File: src/rtl/branch_resolve_unit_if.sv
// Decode-to-execute group handshake, per-slot branch operands and BPU update buses.
// The master side drives decode data and downstream handshake; the slave is the resolve unit.
interface branch_resolve_unit_if;
  logic        ds_to_es_valid;
  logic        es_allowin;
  logic        ds_valid_1;
  logic [31:0] ds_pc_1;
  logic [3:0]  ds_br_op_1;
  logic [31:0] ds_src1_1;
  logic [31:0] ds_src2_1;
  logic [31:0] ds_offs_1;
  logic        ds_pred_taken_1;
  logic [31:0] ds_pred_target_1;
  logic        ds_valid_2;
  logic [31:0] ds_pc_2;
  logic [3:0]  ds_br_op_2;
  logic [31:0] ds_src1_2;
  logic [31:0] ds_src2_2;
  logic [31:0] ds_offs_2;
  logic        ds_pred_taken_2;
  logic [31:0] ds_pred_target_2;
  logic        ms_allowin;
  logic        ws_flush;
  logic        es_to_ms_valid;
  logic [69:0] bpu_es_bus1;
  logic [69:0] bpu_es_bus2;
  logic [31:0] num_branch;
  logic [31:0] num_mispredict;

  modport master (
    output ds_to_es_valid, ds_valid_1, ds_pc_1, ds_br_op_1, ds_src1_1, ds_src2_1, ds_offs_1,
           ds_pred_taken_1, ds_pred_target_1, ds_valid_2, ds_pc_2, ds_br_op_2, ds_src1_2,
           ds_src2_2, ds_offs_2, ds_pred_taken_2, ds_pred_target_2, ms_allowin, ws_flush,
    input  es_allowin, es_to_ms_valid, bpu_es_bus1, bpu_es_bus2, num_branch, num_mispredict
  );

  modport slave (
    input  ds_to_es_valid, ds_valid_1, ds_pc_1, ds_br_op_1, ds_src1_1, ds_src2_1, ds_offs_1,
           ds_pred_taken_1, ds_pred_target_1, ds_valid_2, ds_pc_2, ds_br_op_2, ds_src1_2,
           ds_src2_2, ds_offs_2, ds_pred_taken_2, ds_pred_target_2, ms_allowin, ws_flush,
    output es_allowin, es_to_ms_valid, bpu_es_bus1, bpu_es_bus2, num_branch, num_mispredict
  );
endinterface

File: src/rtl/branch_resolve_unit.sv
// Execute-stage branch resolution for a two-slot group: computes direction/target, detects
// mispredicts and false BTB hits, reports once per branch to the BPU and drops wrong-path groups.
module branch_resolve_unit (
  input  logic                  clk,
  input  logic                  reset,
  branch_resolve_unit_if.slave  brif
);

  typedef enum logic [0:0] {StNormal, StKill} state_e;

  typedef struct packed {
    logic        valid;
    logic [3:0]  br_op;
    logic [31:0] pc;
    logic [31:0] src1;
    logic [31:0] src2;
    logic [31:0] offs;
    logic        pred_taken;
    logic [31:0] pred_target;
  } slot_t;

  typedef struct packed {
    logic        is_br;
    logic        taken;
    logic        pre_fail;
    logic [31:0] target;
    logic [1:0]  jump_type;
  } resolve_t;

  function automatic resolve_t resolve(input slot_t s);
    resolve_t r;
    logic     taken;
    r.is_br     = s.valid && (s.br_op >= 4'd1) && (s.br_op <= 4'd9);
    r.target    = (s.br_op == 4'd9) ? s.src1 + s.offs : s.pc + s.offs;
    r.jump_type = 2'b00;
    taken       = 1'b0;
    case (s.br_op)
      4'd1: taken = (s.src1 == s.src2);
      4'd2: taken = (s.src1 != s.src2);
      4'd3: taken = ($signed(s.src1) < $signed(s.src2));
      4'd4: taken = ($signed(s.src1) >= $signed(s.src2));
      4'd5: taken = (s.src1 < s.src2);
      4'd6: taken = (s.src1 >= s.src2);
      4'd7: begin taken = 1'b1; r.jump_type = 2'b01; end
      4'd8: begin taken = 1'b1; r.jump_type = 2'b11; end
      4'd9: begin taken = 1'b1; r.jump_type = 2'b10; end
      default: ;
    endcase
    r.taken = r.is_br && taken;
    // A non-branch slot has taken=0, so pre_fail reduces to pred_taken (false hit).
    r.pre_fail = (s.pred_taken != r.taken) || (r.taken && (s.pred_target != r.target));
    return r;
  endfunction

  state_e      state_q, state_d;
  logic        es_valid_q, es_valid_d;
  slot_t       slot_q [2];
  slot_t       slot_in [2];
  resolve_t    res [2];
  logic [1:0]  report, flush, jump_valid, squash;
  logic        es_fire, latch;
  logic [69:0] bus [2];
  logic [31:0] num_branch_q, num_mispredict_q;

  assign slot_in[0] = {brif.ds_valid_1, brif.ds_br_op_1, brif.ds_pc_1, brif.ds_src1_1,
                       brif.ds_src2_1, brif.ds_offs_1, brif.ds_pred_taken_1,
                       brif.ds_pred_target_1};
  assign slot_in[1] = {brif.ds_valid_2, brif.ds_br_op_2, brif.ds_pc_2, brif.ds_src1_2,
                       brif.ds_src2_2, brif.ds_offs_2, brif.ds_pred_taken_2,
                       brif.ds_pred_target_2};

  assign res[0] = resolve(slot_q[0]);
  assign res[1] = resolve(slot_q[1]);

  assign brif.es_allowin     = (state_q == StNormal) && (!es_valid_q || brif.ms_allowin);
  assign es_fire             = es_valid_q && brif.ms_allowin && !brif.ws_flush;
  assign latch               = brif.ds_to_es_valid && brif.es_allowin && !brif.ws_flush;
  assign brif.es_to_ms_valid = es_fire;

  // Slot 2 is younger: anything that redirects slot 1 makes slot 2 wrong-path.
  assign squash = {slot_q[0].valid && res[0].pre_fail, 1'b0};

  always_comb begin
    report     = '0;
    flush      = '0;
    jump_valid = '0;
    bus[0]     = '0;
    bus[1]     = '0;
    for (int k = 0; k < 2; k++) begin
      report[k]     = es_fire && slot_q[k].valid && !squash[k] &&
                      (res[k].is_br || slot_q[k].pred_taken);
      flush[k]      = report[k] && res[k].pre_fail;
      jump_valid[k] = report[k] && res[k].is_br;
      if (report[k]) begin
        bus[k] = {flush[k], slot_q[k].pc, res[k].is_br, res[k].taken, res[k].pre_fail,
                  res[k].taken ? res[k].target : slot_q[k].pc + 32'd4, res[k].jump_type};
      end
    end
  end

  assign brif.bpu_es_bus1    = bus[0];
  assign brif.bpu_es_bus2    = bus[1];
  assign brif.num_branch     = num_branch_q;
  assign brif.num_mispredict = num_mispredict_q;

  always_comb begin
    state_d = state_q;
    unique case (state_q)
      StNormal: if (es_fire && (|flush)) state_d = StKill;
      StKill:   state_d = StNormal;
      default:  state_d = StNormal;
    endcase
    if (brif.ws_flush) state_d = StNormal;
  end

  always_comb begin
    es_valid_d = es_valid_q;
    if (brif.ws_flush)  es_valid_d = 1'b0;
    else if (latch)     es_valid_d = 1'b1;
    else if (es_fire)   es_valid_d = 1'b0;
  end

  always_ff @(posedge clk or posedge reset) begin
    if (reset) begin
      state_q          <= StNormal;
      es_valid_q       <= 1'b0;
      num_branch_q     <= '0;
      num_mispredict_q <= '0;
    end else begin
      state_q          <= state_d;
      es_valid_q       <= es_valid_d;
      num_branch_q     <= num_branch_q + {31'd0, jump_valid[0]} + {31'd0, jump_valid[1]};
      num_mispredict_q <= num_mispredict_q + {31'd0, flush[0]} + {31'd0, flush[1]};
    end
  end

  // Slot payload is qualified by es_valid_q, so it needs no reset.
  always_ff @(posedge clk) begin
    if (latch) begin
      slot_q[0] <= slot_in[0];
      slot_q[1] <= slot_in[1];
    end
  end

endmodule

File: src/flat_wrapper.sv
// flat-port wrapper written by rule: the top's interface ports become plain ports
module branch_resolve_unit_flat 
  (clk, reset, brif_ds_to_es_valid, brif_ds_valid_1, brif_ds_pc_1, brif_ds_br_op_1, brif_ds_src1_1, brif_ds_src2_1, brif_ds_offs_1, brif_ds_pred_taken_1, brif_ds_pred_target_1, brif_ds_valid_2, brif_ds_pc_2, brif_ds_br_op_2, brif_ds_src1_2, brif_ds_src2_2, brif_ds_offs_2, brif_ds_pred_taken_2, brif_ds_pred_target_2, brif_ms_allowin, brif_ws_flush, brif_es_allowin, brif_es_to_ms_valid, brif_bpu_es_bus1, brif_bpu_es_bus2, brif_num_branch, brif_num_mispredict);
  branch_resolve_unit_if brif_i ();
  input  logic clk;
  input  logic reset;
  input wire logic [$bits(brif_i.ds_to_es_valid)-1:0] brif_ds_to_es_valid;
  input wire logic [$bits(brif_i.ds_valid_1)-1:0] brif_ds_valid_1;
  input wire logic [$bits(brif_i.ds_pc_1)-1:0] brif_ds_pc_1;
  input wire logic [$bits(brif_i.ds_br_op_1)-1:0] brif_ds_br_op_1;
  input wire logic [$bits(brif_i.ds_src1_1)-1:0] brif_ds_src1_1;
  input wire logic [$bits(brif_i.ds_src2_1)-1:0] brif_ds_src2_1;
  input wire logic [$bits(brif_i.ds_offs_1)-1:0] brif_ds_offs_1;
  input wire logic [$bits(brif_i.ds_pred_taken_1)-1:0] brif_ds_pred_taken_1;
  input wire logic [$bits(brif_i.ds_pred_target_1)-1:0] brif_ds_pred_target_1;
  input wire logic [$bits(brif_i.ds_valid_2)-1:0] brif_ds_valid_2;
  input wire logic [$bits(brif_i.ds_pc_2)-1:0] brif_ds_pc_2;
  input wire logic [$bits(brif_i.ds_br_op_2)-1:0] brif_ds_br_op_2;
  input wire logic [$bits(brif_i.ds_src1_2)-1:0] brif_ds_src1_2;
  input wire logic [$bits(brif_i.ds_src2_2)-1:0] brif_ds_src2_2;
  input wire logic [$bits(brif_i.ds_offs_2)-1:0] brif_ds_offs_2;
  input wire logic [$bits(brif_i.ds_pred_taken_2)-1:0] brif_ds_pred_taken_2;
  input wire logic [$bits(brif_i.ds_pred_target_2)-1:0] brif_ds_pred_target_2;
  input wire logic [$bits(brif_i.ms_allowin)-1:0] brif_ms_allowin;
  input wire logic [$bits(brif_i.ws_flush)-1:0] brif_ws_flush;
  output wire logic [$bits(brif_i.es_allowin)-1:0] brif_es_allowin;
  output wire logic [$bits(brif_i.es_to_ms_valid)-1:0] brif_es_to_ms_valid;
  output wire logic [$bits(brif_i.bpu_es_bus1)-1:0] brif_bpu_es_bus1;
  output wire logic [$bits(brif_i.bpu_es_bus2)-1:0] brif_bpu_es_bus2;
  output wire logic [$bits(brif_i.num_branch)-1:0] brif_num_branch;
  output wire logic [$bits(brif_i.num_mispredict)-1:0] brif_num_mispredict;
  assign brif_i.ds_to_es_valid = brif_ds_to_es_valid;
  assign brif_i.ds_valid_1 = brif_ds_valid_1;
  assign brif_i.ds_pc_1 = brif_ds_pc_1;
  assign brif_i.ds_br_op_1 = brif_ds_br_op_1;
  assign brif_i.ds_src1_1 = brif_ds_src1_1;
  assign brif_i.ds_src2_1 = brif_ds_src2_1;
  assign brif_i.ds_offs_1 = brif_ds_offs_1;
  assign brif_i.ds_pred_taken_1 = brif_ds_pred_taken_1;
  assign brif_i.ds_pred_target_1 = brif_ds_pred_target_1;
  assign brif_i.ds_valid_2 = brif_ds_valid_2;
  assign brif_i.ds_pc_2 = brif_ds_pc_2;
  assign brif_i.ds_br_op_2 = brif_ds_br_op_2;
  assign brif_i.ds_src1_2 = brif_ds_src1_2;
  assign brif_i.ds_src2_2 = brif_ds_src2_2;
  assign brif_i.ds_offs_2 = brif_ds_offs_2;
  assign brif_i.ds_pred_taken_2 = brif_ds_pred_taken_2;
  assign brif_i.ds_pred_target_2 = brif_ds_pred_target_2;
  assign brif_i.ms_allowin = brif_ms_allowin;
  assign brif_i.ws_flush = brif_ws_flush;
  assign brif_es_allowin = brif_i.es_allowin;
  assign brif_es_to_ms_valid = brif_i.es_to_ms_valid;
  assign brif_bpu_es_bus1 = brif_i.bpu_es_bus1;
  assign brif_bpu_es_bus2 = brif_i.bpu_es_bus2;
  assign brif_num_branch = brif_i.num_branch;
  assign brif_num_mispredict = brif_i.num_mispredict;
  branch_resolve_unit u_core (.clk(clk), .reset(reset), .brif(brif_i));
endmodule
File: config.mk
export PLATFORM = sky130hd
export DESIGN_NAME = branch_resolve_unit_flat
export DESIGN_NICKNAME = d
export VERILOG_FILES = /design/src/rtl/branch_resolve_unit_if.sv /design/src/rtl/branch_resolve_unit.sv /design/src/flat_wrapper.sv
export SDC_FILE = /design/constraint.sdc
export NUM_CORES = 1
export LEC_CHECK = 0
export ABC_AREA = 0
export CORE_ASPECT_RATIO = 1.25
export CORE_MARGIN = 2
export CORE_UTILIZATION = 33
export CTS_CLUSTER_SIZE = 14
export DETAILED_ROUTE_END_ITERATION = 8
export DONT_BUFFER_PORTS = 1
export GPL_TIMING_DRIVEN = 0
export HOLD_SLACK_MARGIN = 0.12
export PLACE_DENSITY_LB_ADDON = 0.25
export SLEW_MARGIN = 20
export SYNTH_ARGS = -nofsm -noshare
export SYNTH_HDL_FRONTEND = slang
export SYNTH_SLANG_ARGS = --single-unit
File: constraint.sdc
create_clock -name clk -period 20.2 [get_ports clk]
set_clock_uncertainty 0.15 [all_clocks]
set_input_delay 4.04 -clock clk [delete_from_list [all_inputs] [get_ports clk]]
set_output_delay 4.04 -clock clk [all_outputs]
set_load 0.05 [all_outputs]
==> impl_metrics.csv <==
group,metric,value,unit
worst_setup_path,cp-start-kind,"register",
synth,synthTopCellsByArea,"edfxtp_1, ha_1, dfrtp_1",
finish,design_area,26200,µm²
timing,slew_viol_final,0,
power,p_total,2.08,mW
global_route,gr-total-overflow,0,
timing,finalHoldViolCount,0,
clocking,cts_tree,"done",
finish,nNetsFinal,2619,
timing,rsz0062_at_grt,"no",
synth,ys_types,89,
finish,drive_gt1_share,11.2,%
clocking,cts_hold_buf,0,
die,start_util,33.2,%
job,max_cap_violations,0,
global_route,track_usage,22.3,%
finish,final_cell_mix,"edfxtp_1, nor2_1, nand2_1, xnor2_1, ha_1",
worst_setup_path,rr_endpoint,"u_core.brif.num_branch[28]",
worst_setup_path,rr_startpoint,"u_core.slot_q[0][162]",
clocking,cts_resized,0,
synth,yosys_warnings,0,
placement,portBuffers,0,
power,p_leak,9.64,nW
timing,hold_slack,526,ps
global_route,grt_max_degree,62,
synth,synth-edff-count,332,
routing,wl_per_cell,26.3,µm
synth,yosysTopAreaCellShare,43.3,%
min_path,holdPathStages,2,
finish,final_common_cell,"edfxtp_1",
min_path,hp-start,"u_core.es_valid_q",
power,vdd_drop_max,0.0000690,V
clocking,clk_pin_slew,60,ps
routing,via_per_inst,5.37,
synth,synth_area,23000,µm²
synth,postSynth.asyncResetShare,16.6,%
worst_setup_path,reg2reg_depth,29,
synth,synth_cells,2086,
placement,placed_area,24700,µm²
synth,synth_area_per_cell,11.0,µm²
routing,first_iter_violations,898,
clocking,cts-root-buf,"clkbuf_16",
timing,post-route-period-util,60.2,%
clocking,cts_buffer_depth,3,
finish,area_growth,13.6,%
power,cellPowerDensity,79.6,nW/µm²
die,die_height,299,µm
synth,synth_top_cell_by_area,"edfxtp_1",
worst_setup_path,crit_family,"simple AND/OR/NAND/NOR gates",
worst_setup_path,path_cells,"buf_2 -> and4bb_2 -> buf_2 -> clkbuf_1 -> mux2_2 -> ha_1 -> clkbuf_1 -> nand4_1 -> nor2_1 -> nand2_1 -> a21oi_1 -> a211o_1 -> xnor2_1 -> or4_1 -> nor4_1 -> a41o_1 -> o21ai_2 -> buf_6 -> buf_6 -> nor2_1",
placement,routabilityCongestion,0.912,
run_status,run_status,"finished, final reports clean",
worst_setup_path,crit_path_max_incr_delay,850,ps
worst_setup_path,crit_cells,20,
worst_setup_path,crit_fanout,10,
routing,drtAntennaViolNets,0,
worst_setup_path,worstPathArrival,7980,ps
timing,fin_crit,12170,ps
global_route,grt_pass1_vias,17700,
synth,synth-seq-area-share,50.5,%
global_route,grt_pass1_wl,117000,µm
synth,syn_nets,2560,
global_route,antenna_found_initial,34,
routing,wl,82300,µm
clocking,htree_levels,2,
timing,slew_headroom,24.5,%
timing,max_slew.worst_pin.slew,1140,ps
finish,final_cells,3131,
min_path,min_path_type,"reg2reg",
die,rows,108,
worst_setup_path,r2r_setup_slack,10590,ps
timing,max_freq,82.2,MHz
timing,fin_tns_setup,0,ps
clocking,clock_sinks,398,
routing,drcViolationCount,0,
die,io_pins,543,
routing,drt-pass1-iter-count,5,
die,fp.dieW,240,µm
clocking,numCtsBuffers,43,
placement,dp_cells,3035,
die,core,69300,µm²
placement,hpwl,67100,µm
worst_setup_path,required,16010,ps
worst_setup_path,crit_type,"reg2out",
die,dieArea,71900,µm²
clocking,clk_latency,600,ps
clocking,postCtsSetupRepairBufs,0,
worst_setup_path,slowest_stage,"nor2_1",
routing,num_vias,16800,
synth,synth-seq-cells,398,
synth,synth-main-ff-cell,"edfxtp_1",
worst_setup_path,critPathBufInv,6,
timing,finalSetupViolations,0,
worst_setup_path,setup.worst_path.end_class,"output pin",
min_path,worstHoldEndpoint,"u_core.es_valid_q",
-- how the worst max path moves through the flow --
stage	to	slack (ps)	start
after floorplan	u_core.slot_q[0][0]	6790	brif_ms_allowin
after global placement	u_core.slot_q[0][33]	3420	brif_ms_allowin
after detailed placement	brif_bpu_es_bus2[36]	8590	u_core.slot_q[0][162]
after CTS	brif_bpu_es_bus2[36]	7920	u_core.slot_q[0][162]
after global routing	brif_bpu_es_bus2[36]	7640	u_core.slot_q[0][162]
final	brif_bpu_es_bus2[36]	8030	u_core.slot_q[0][162]
-- area by class of cell --
type	instances	area, µm²
Fill cell	6804	43200
Sequential cell	398	11600
Multi-Input combinational cell	1518	11000
Tap cell	935	1170
Clock buffer	54	1140
Inverter	95	359
Buffer	75	325
Timing Repair Buffer	14	245
Clock inverter	25	244
Antenna cell	17	42.5
-- registers in the layout, summed over array words and instances, names as in the netlist --
name                        count
u_core.slot_q                 332
u_core.brif.num_branch         32
u_core.es_valid_q               1
u_core.state_q                  1
u_core.brif.num_mispredict     32
-- cell families (layout without fill, tap and decap cells) --
kind of cell	count (synthesis)	after routing	synth area share, %
other cells	0	17	0
buf+inv	170	263	2.96
compound gates	380	380	11.0
flops	398	398	50.5
mux	74	74	3.56
xor+xnor	236	236	9.40
fa+ha+maj	137	137	7.57
simple gates	691	691	15.1
-- through the flow --
step | setup slack, ps | util, %
floorplan | 6790 | -
global placement | 3420 | 34.9
detailed placement | 8590 | 35.7
CTS | 7920 | 37.7
global route | 7640 | 37.7
finish | 8030 | 37.8
-- layer usage --
| metal | track usage [%] | wire, µm | vias to the layer above |
|---|---|---|---|
| li1 | - | - | 7815 |
| met1 | 23.0 | 29700 | 8235 |
| met2 | 41.5 | 43300 | 574 |
| met3 | 5.98 | 5210 | 172 |
| met4 | 10.5 | 3940 | 24 |
| met5 | 0 | 167 | - |
-- report_power, final --
| part | switching [mW] | total [mW] | internal, mW |
|---|---|---|---|
| combinational | 0.194 | 0.299 | 0.105 |
| sequential | 0.0520 | 0.986 | 0.934 |
| clock | 0.346 | 0.798 | 0.452 |
-- cells in the mapped netlist, types with 7 or more instances --
cell	number
edfxtp_1	332
nor2_1	167
nand2_1	149
xnor2_1	139
ha_1	133
a21oi_1	114
inv_1	95
xor2_1	90
nand3_1	79
and2_1	72
dfrtp_1	66
mux2_2	64
a211oi_1	59
clkbuf_1	55
o21ai_0	54
nand4_1	52
nor3_1	40
and3_1	33
a21o_1	25
nor2b_1	17
nor4_1	16
a31oi_1	13
nand2b_1	12
buf_2	10
mux2i_1	10
o211ai_1	10
o21a_1	9
a311oi_1	8
and4_1	8
or2_2	8
or3_1	7
-- worst register-to-register path: cells and delay by family (launching register included) --
kind | cells | cell delay (ps)
XOR/XNOR | 2 | 300
flip-flops | 1 | 370
AND/OR/NAND/NOR | 13 | 3680
buffers and inverters | 6 | 1920
AO/OA/AOI/OAI | 4 | 1700
multiplexers | 1 | 420
adder cells (fa/ha/maj) | 3 | 1000
Note: power is estimated with default switching activity, not from simulation.
